File: src/rtl/counter_serializer_pkg.sv
// Shared types and line levels for the counter serializer.
// The FSM encoding and frame constants live here so the FSM and the bench agree on them.
package counter_serial_pkg;

    typedef enum logic [1:0] {IDLE, START, DATA, STOP} ser_state_t;

    localparam logic START_BIT  = 1'b0;
    localparam logic STOP_BIT   = 1'b1;
    localparam logic IDLE_LEVEL = 1'b1;

    // Counter width that stays at least 1 bit when the range is a single value
    function automatic int unsigned cnt_width(input int unsigned n);
        return (n > 1) ? $clog2(n) : 1;
    endfunction

endpackage

File: src/rtl/counter_serializer_if.sv
// Capture/serial-line bundle between the display counter side and the serializer.
interface counter_serializer_if #(
    parameter int DATA_WIDTH = 4,
    parameter int FIFO_DEPTH = 4
);
    logic [DATA_WIDTH-1:0]       ValueIn;
    logic                        ValueValid;
    logic                        SerialOut;
    logic                        Busy;
    logic [$clog2(FIFO_DEPTH):0] FifoCount;
    logic                        Overflow;

    modport master (
        output ValueIn, ValueValid,
        input  SerialOut, Busy, FifoCount, Overflow
    );

    modport slave (
        input  ValueIn, ValueValid,
        output SerialOut, Busy, FifoCount, Overflow
    );
endinterface

File: src/rtl/counter_serializer_sync_fifo.sv
// Small synchronous FIFO with a combinational head read.
// A push while full is accepted only when a pop happens in the same cycle.
module sync_fifo #(
    parameter int DATA_WIDTH = 4,
    parameter int FIFO_DEPTH = 4
) (
    input  logic                        ClockIn,
    input  logic                        Reset,
    input  logic                        push,
    input  logic                        pop,
    input  logic [DATA_WIDTH-1:0]       din,
    output logic [DATA_WIDTH-1:0]       dout,
    output logic [$clog2(FIFO_DEPTH):0] count,
    output logic                        full,
    output logic                        empty
);
    localparam int AW = $clog2(FIFO_DEPTH);

    logic [DATA_WIDTH-1:0] mem [FIFO_DEPTH];
    logic [AW-1:0]         wr_ptr;
    logic [AW-1:0]         rd_ptr;
    logic                  do_push;
    logic                  do_pop;

    assign full    = (count == (AW+1)'(FIFO_DEPTH));
    assign empty   = (count == '0);
    assign do_pop  = pop && !empty;
    assign do_push = push && (!full || do_pop);
    assign dout    = mem[rd_ptr];

    always_ff @(posedge ClockIn) begin
        if (do_push) mem[wr_ptr] <= din;
    end

    always_ff @(posedge ClockIn or posedge Reset) begin
        if (Reset) begin
            wr_ptr <= '0;
            rd_ptr <= '0;
            count  <= '0;
        end else begin
            if (do_push) wr_ptr <= wr_ptr + 1'b1;
            if (do_pop)  rd_ptr <= rd_ptr + 1'b1;
            case ({do_push, do_pop})
                2'b10:   count <= count + 1'b1;
                2'b01:   count <= count - 1'b1;
                default: count <= count;
            endcase
        end
    end
endmodule

File: src/rtl/counter_serializer.sv
// Captures counter values into a FIFO and sends each as a start/data(MSB first)/stop frame
// on SerialOut, with back-to-back frames when more values are queued.
module counter_serializer
    import counter_serial_pkg::*;
#(
    parameter int CLOCKS_PER_BIT = 4,
    parameter int DATA_WIDTH     = 4,
    parameter int FIFO_DEPTH     = 4
) (
    input logic               ClockIn,
    input logic               Reset,
    counter_serializer_if.slave bus
);
    localparam int unsigned CW = cnt_width(CLOCKS_PER_BIT);
    localparam int unsigned BW = cnt_width(DATA_WIDTH);
    localparam int          AW = $clog2(FIFO_DEPTH);

    ser_state_t            state;
    logic [CW-1:0]         cyc;
    logic [BW-1:0]         bitn;
    logic [DATA_WIDTH-1:0] shift;
    logic [DATA_WIDTH-1:0] shift_nx;
    logic [DATA_WIDTH-1:0] head;
    logic [AW:0]           fifo_count;
    logic                  fifo_full;
    logic                  fifo_empty;
    logic                  bit_end;
    logic                  pop;

    assign bit_end  = (cyc == CW'(CLOCKS_PER_BIT - 1));
    assign shift_nx = shift << 1;
    // Pop in IDLE or on the last STOP cycle so the next frame starts with no idle gap
    assign pop = !fifo_empty && ((state == IDLE) || (state == STOP && bit_end));

    sync_fifo #(
        .DATA_WIDTH(DATA_WIDTH),
        .FIFO_DEPTH(FIFO_DEPTH)
    ) u_fifo (
        .ClockIn(ClockIn),
        .Reset  (Reset),
        .push   (bus.ValueValid),
        .pop    (pop),
        .din    (bus.ValueIn),
        .dout   (head),
        .count  (fifo_count),
        .full   (fifo_full),
        .empty  (fifo_empty)
    );

    assign bus.FifoCount = fifo_count;

    always_ff @(posedge ClockIn or posedge Reset) begin
        if (Reset) begin
            state         <= IDLE;
            cyc           <= '0;
            bitn          <= '0;
            shift         <= '0;
            bus.SerialOut <= IDLE_LEVEL;
            bus.Busy      <= 1'b0;
            bus.Overflow  <= 1'b0;
        end else begin
            if (bus.ValueValid && fifo_full && !pop) bus.Overflow <= 1'b1;
            case (state)
                IDLE: begin
                    if (!fifo_empty) begin
                        shift         <= head;
                        cyc           <= '0;
                        state         <= START;
                        bus.SerialOut <= START_BIT;
                        bus.Busy      <= 1'b1;
                    end
                end
                START: begin
                    if (bit_end) begin
                        cyc           <= '0;
                        bitn          <= '0;
                        state         <= DATA;
                        bus.SerialOut <= shift[DATA_WIDTH-1];
                    end else begin
                        cyc <= cyc + 1'b1;
                    end
                end
                DATA: begin
                    if (bit_end) begin
                        cyc <= '0;
                        if (bitn == BW'(DATA_WIDTH - 1)) begin
                            state         <= STOP;
                            bus.SerialOut <= STOP_BIT;
                        end else begin
                            bitn          <= bitn + 1'b1;
                            shift         <= shift_nx;
                            bus.SerialOut <= shift_nx[DATA_WIDTH-1];
                        end
                    end else begin
                        cyc <= cyc + 1'b1;
                    end
                end
                STOP: begin
                    if (bit_end) begin
                        cyc <= '0;
                        if (!fifo_empty) begin
                            shift         <= head;
                            state         <= START;
                            bus.SerialOut <= START_BIT;
                        end else begin
                            state    <= IDLE;
                            bus.Busy <= 1'b0;
                        end
                    end else begin
                        cyc <= cyc + 1'b1;
                    end
                end
                default: state <= IDLE;
            endcase
        end
    end
endmodule

File: src/flat_wrapper.sv
// flat-port wrapper written by rule: the top's interface ports become plain ports
module counter_serializer_flat import counter_serial_pkg::*;
#(
    parameter int CLOCKS_PER_BIT = 4,
    parameter int DATA_WIDTH     = 4,
    parameter int FIFO_DEPTH     = 4
)
  (ClockIn, Reset, bus_ValueIn, bus_ValueValid, bus_SerialOut, bus_Busy, bus_FifoCount, bus_Overflow);
  counter_serializer_if #(.DATA_WIDTH(DATA_WIDTH), .FIFO_DEPTH(FIFO_DEPTH)) bus_i ();
  input logic ClockIn;
  input logic Reset;
  input wire logic [$bits(bus_i.ValueIn)-1:0] bus_ValueIn;
  input wire logic [$bits(bus_i.ValueValid)-1:0] bus_ValueValid;
  output wire logic [$bits(bus_i.SerialOut)-1:0] bus_SerialOut;
  output wire logic [$bits(bus_i.Busy)-1:0] bus_Busy;
  output wire logic [$bits(bus_i.FifoCount)-1:0] bus_FifoCount;
  output wire logic [$bits(bus_i.Overflow)-1:0] bus_Overflow;
  assign bus_i.ValueIn = bus_ValueIn;
  assign bus_i.ValueValid = bus_ValueValid;
  assign bus_SerialOut = bus_i.SerialOut;
  assign bus_Busy = bus_i.Busy;
  assign bus_FifoCount = bus_i.FifoCount;
  assign bus_Overflow = bus_i.Overflow;
  counter_serializer #(.CLOCKS_PER_BIT(CLOCKS_PER_BIT), .DATA_WIDTH(DATA_WIDTH), .FIFO_DEPTH(FIFO_DEPTH)) u_core (.ClockIn(ClockIn), .Reset(Reset), .bus(bus_i));
endmodule
File: config.mk
export PLATFORM = sky130hd
export DESIGN_NAME = counter_serializer_flat
export DESIGN_NICKNAME = d
export VERILOG_FILES = /design/src/rtl/counter_serializer_pkg.sv /design/src/rtl/counter_serializer_if.sv /design/src/rtl/counter_serializer_sync_fifo.sv /design/src/rtl/counter_serializer.sv /design/src/flat_wrapper.sv
export SDC_FILE = /design/constraint.sdc
export NUM_CORES = 1
export LEC_CHECK = 0
export ABC_AREA = 1
export BUFFER_PORTS_ARGS = -buffer_cell sky130_fd_sc_hd__buf_2
export CAP_MARGIN = 5
export CORE_MARGIN = 3
export CORE_UTILIZATION = 40
export CTS_CLUSTER_SIZE = 25
export DETAILED_ROUTE_END_ITERATION = 10
export PLACE_DENSITY = 0.61
export SETUP_SLACK_MARGIN = 0.05
export SYNTH_ARGS = -nofsm -noshare
export SYNTH_HDL_FRONTEND = slang
export SYNTH_HIERARCHICAL = 1
export SYNTH_SLANG_ARGS = --single-unit
File: constraint.sdc
create_clock -name ClockIn -period 2.9 [get_ports ClockIn]
set_clock_uncertainty 0.15 [all_clocks]
set_input_delay 0.145 -clock ClockIn [delete_from_list [all_inputs] [get_ports ClockIn]]
set_output_delay 0.145 -clock ClockIn [all_outputs]
set_load 0.1 [all_outputs]
==> results.py <==
metrics = {
    "clock_network": {
        "clock-root-buffer": "clkbuf_8",
        "htreeDepth": 2,
        "insertion_delay_ps": 290,
        "cts_max_path_buffers": 2,
        "clk_pin_slew_worst_paths_ps": 80,
        "cts_setup_buffers": 0,
        "clock_sinks": 36,
        "cts_made_buffers": 5,
        "cts_tree": "built",
    },
    "floorplanning": {
        "chipHeight_um": 76.3,
        "row_count": 24,
        "die_area_um2": 5830,
        "core_um2": 4560,
        "io_pins": 13,
        "die_x_um": 76.3,
        "start_util_pct": 43.3,
    },
    "worst_setup_path": {
        "cp_max_fo": 7,
        "cp_slowest_stage_delay_ps": 470,
        "cp_common_cell": "nand2_1",
        "cp_slowest_cell": "dfrtp_1",
        "worst_ep_required_time_ps": 2930,
        "crit_chain": "inv_1 > ha_1 > nand2_1 > nand2_1 > nand3b_2 > fa_1 > inv_1 > nand2_1 > nand3_1 > nand2_1",
        "worstPathArrival_ps": 2330,
        "r2r_start": "u_core/state[0]$_DFFE_PP0P_",
        "end_kind": "register",
        "path_class": "reg -> reg",
        "critPathLaunch": "u_core/state[0]$_DFFE_PP0P_",
        "start_kind": "register",
    },
    "synthesis": {
        "synth_area_leaders": "edfxtp_1 (24%), dfrtp_1 (24%), ha_1 (9.5%)",
        "synth_seq_cells": 36,
        "syn_area_um2": 1980,
        "synth_area_leader_cell": "edfxtp_1",
        "seq_area_frac_synth_pct": 49.7,
        "synth_edf_count": 16,
        "syn_nets": 236,
        "synth_cells": 213,
        "yosysWarnings": 6,
        "syn_area_per_cell_um2": 9.29,
        "ys_types": 31,
        "synth_top_area_share_pct": 24.3,
        "dominantRegCellSynth": "dfrtp_1",
        "synthArstFlopShare_pct": 55.6,
    },
    "global_route": {
        "overflow": 0,
        "antenna_found_initial": 0,
        "use_met2_pct": 18.6,
        "grt_max_degree": 14,
        "grt_use_met3_pct": 3.78,
        "grt_first_pass_wirelength_um": 5630,
        "use_met1_pct": 15.7,
        "track_usage_pct": 12.1,
        "grt_busiest_layer": "met2",
        "grt_pass1_vias": 1270,
    },
    "timing": {
        "tightest_slew_ps": 501,
        "slew_headroom_pct": 66.5,
        "rsz0062_at_grt": "false",
        "hold_viol_final": 0,
        "fin_crit_sh_pct": 79.3,
        "tns_ps": 0,
        "setup_violations": 0,
        "fmax_mhz": 435,
        "slew_viol_final": 0,
        "period_needed_ps": 2300,
    },
    "placed_design": {
        "dpl.hpwl_um": 2350,
        "portBuffers": 12,
        "gp_congestion": 0.787,
        "placement.cell_area_um2": 2100,
    },
    "min_path": {
        "min_path_type": "in -> reg",
        "hp-start": "bus_ValueValid",
    },
    "layout": {
        "drive_gt1_share_pct": 16.5,
        "synthToLayoutAreaGrowth_pct": 13.3,
        "antennaDiodeCount": 0,
        "layout_common_cells": "nand2_1 (48), inv_1 (31), nor2_1 (19), dfrtp_1 (19), edfxtp_1 (16)",
        "final_cell_area_um2": 2240,
        "final_common_cell": "nand2_1",
        "nets": 258,
    },
    "drt": {
        "drcViolationCount": 0,
        "routed_wl_um": 3210,
        "vias": 1310,
        "ant_nets": 0,
        "first_iter_violations": 74,
        "viasPerCell": 4.35,
        "dr.pass1.iters": 4,
        "wl_per_cell_um": 10.7,
    },
    "run_status": {
        "status": "completed",
    },
    "run": {
        "drv_cap": 0,
    },
}
==> worst max-delay path, delay by kind of cell (launching register included) <==
kind	cells	cell delay (ps)
flip-flops	1	470
AND/OR/NAND/NOR	6	660
buffers and inverters	2	240
adder cells (fa/ha/maj)	2	670
==> final timing paths <==
check | endpoint | slack (ps) | depth (start not counted)
setup reg to reg | u_core/u_fifo/count[2]$_DFFE_PP0P_ | 600 | 10
hold reg to reg | u_core/bus.SerialOut$_DFFE_PP1P_ | 320 | 2
max in group asynchronous | u_core/bus.SerialOut$_DFFE_PP1P_ | 1950 | 3
hold / removal | u_core/bus.Overflow$_DFFE_PP0P_ | 10 | 3
min in group asynchronous | u_core/u_fifo/rd_ptr[1]$_DFFE_PP0N_ | 200 | 3
setup / recovery | u_core/u_fifo/count[2]$_DFFE_PP0P_ | 600 | 10
==> kinds of logic (layout without fill, tap and decap cells) <==
kind of cell / count (synthesis) / in the layout / share of synthesized area [%]
AO/OA/AOI/OAI: 29 / 29 / 9.17
XOR/XNOR: 2 / 2 / 0.886
adder cells (fa/ha/maj): 16 / 16 / 10.5
flip-flops: 36 / 36 / 49.7
buffers and inverters: 35 / 58 / 7.08
AND/OR/NAND/NOR: 95 / 95 / 22.7
==> state kept, by name (all words and copies together) (netlist names) <==
name / count
u_core/bitn: 2
u_core/bus.Busy: 1
u_core/bus.Overflow: 1
u_core/bus.SerialOut: 1
u_core/cyc: 2
u_core/shift: 4
u_core/state: 2
u_core/u_fifo/count: 3
u_core/u_fifo/mem: 16
u_core/u_fifo/rd_ptr: 2
u_core/u_fifo/wr_ptr: 2
==> Yosys cell counts (4+ instances only) <==
| master | number |
|---|---|
| nand2_2 | 6 |
| o22ai_1 | 4 |
| o21ai_1 | 4 |
| nand2_1 | 48 |
| inv_1 | 31 |
| dfrtp_1 | 19 |
| nor2_1 | 19 |
| o21ai_0 | 14 |
| edfxtp_1 | 16 |
| nand3_1 | 12 |
| ha_1 | 15 |
==> cell type report <==
type / instances / area, µm²
inverters: 33 / 124
clock buffers: 5 / 68.8
repair buffers: 17 / 110
multi-input cells: 142 / 856
fillers: 442 / 2320
flip-flops and latches: 36 / 982
well taps: 65 / 81.3
clock inverters: 3 / 18.8
==> metrics by stage <==
stage / worst slack [ps] / utilization [%] / hold WS, ps / std cells
finish: 600 / 49.1 / 13.8 / 301
global route: 409 / 49.1 / 46.6 / 301
CTS: 610 / 49.1 / 4.75 / 301
detailed placement: 624 / 46.1 / -47.7 / 288
global placement: 678 / 46.1 / -41.0 / 288
floorplan: 216 / - / -202 / 213
==> layer usage <==
layer	share of wire [%]	vias up
li1	-	724
met1	52	567
met2	43	13
met3	3.4	6
met4	1.7	0
met5	0	-
==> timing repair <==
action                    in CTS  in global routing
resized for setup              0                  0
hold endpoints to repair      35                  0
hold buffers                   5                  0
Power is not shown: default switching activity piles up to over one toggle a cycle in this logic, so the estimate is an artifact.
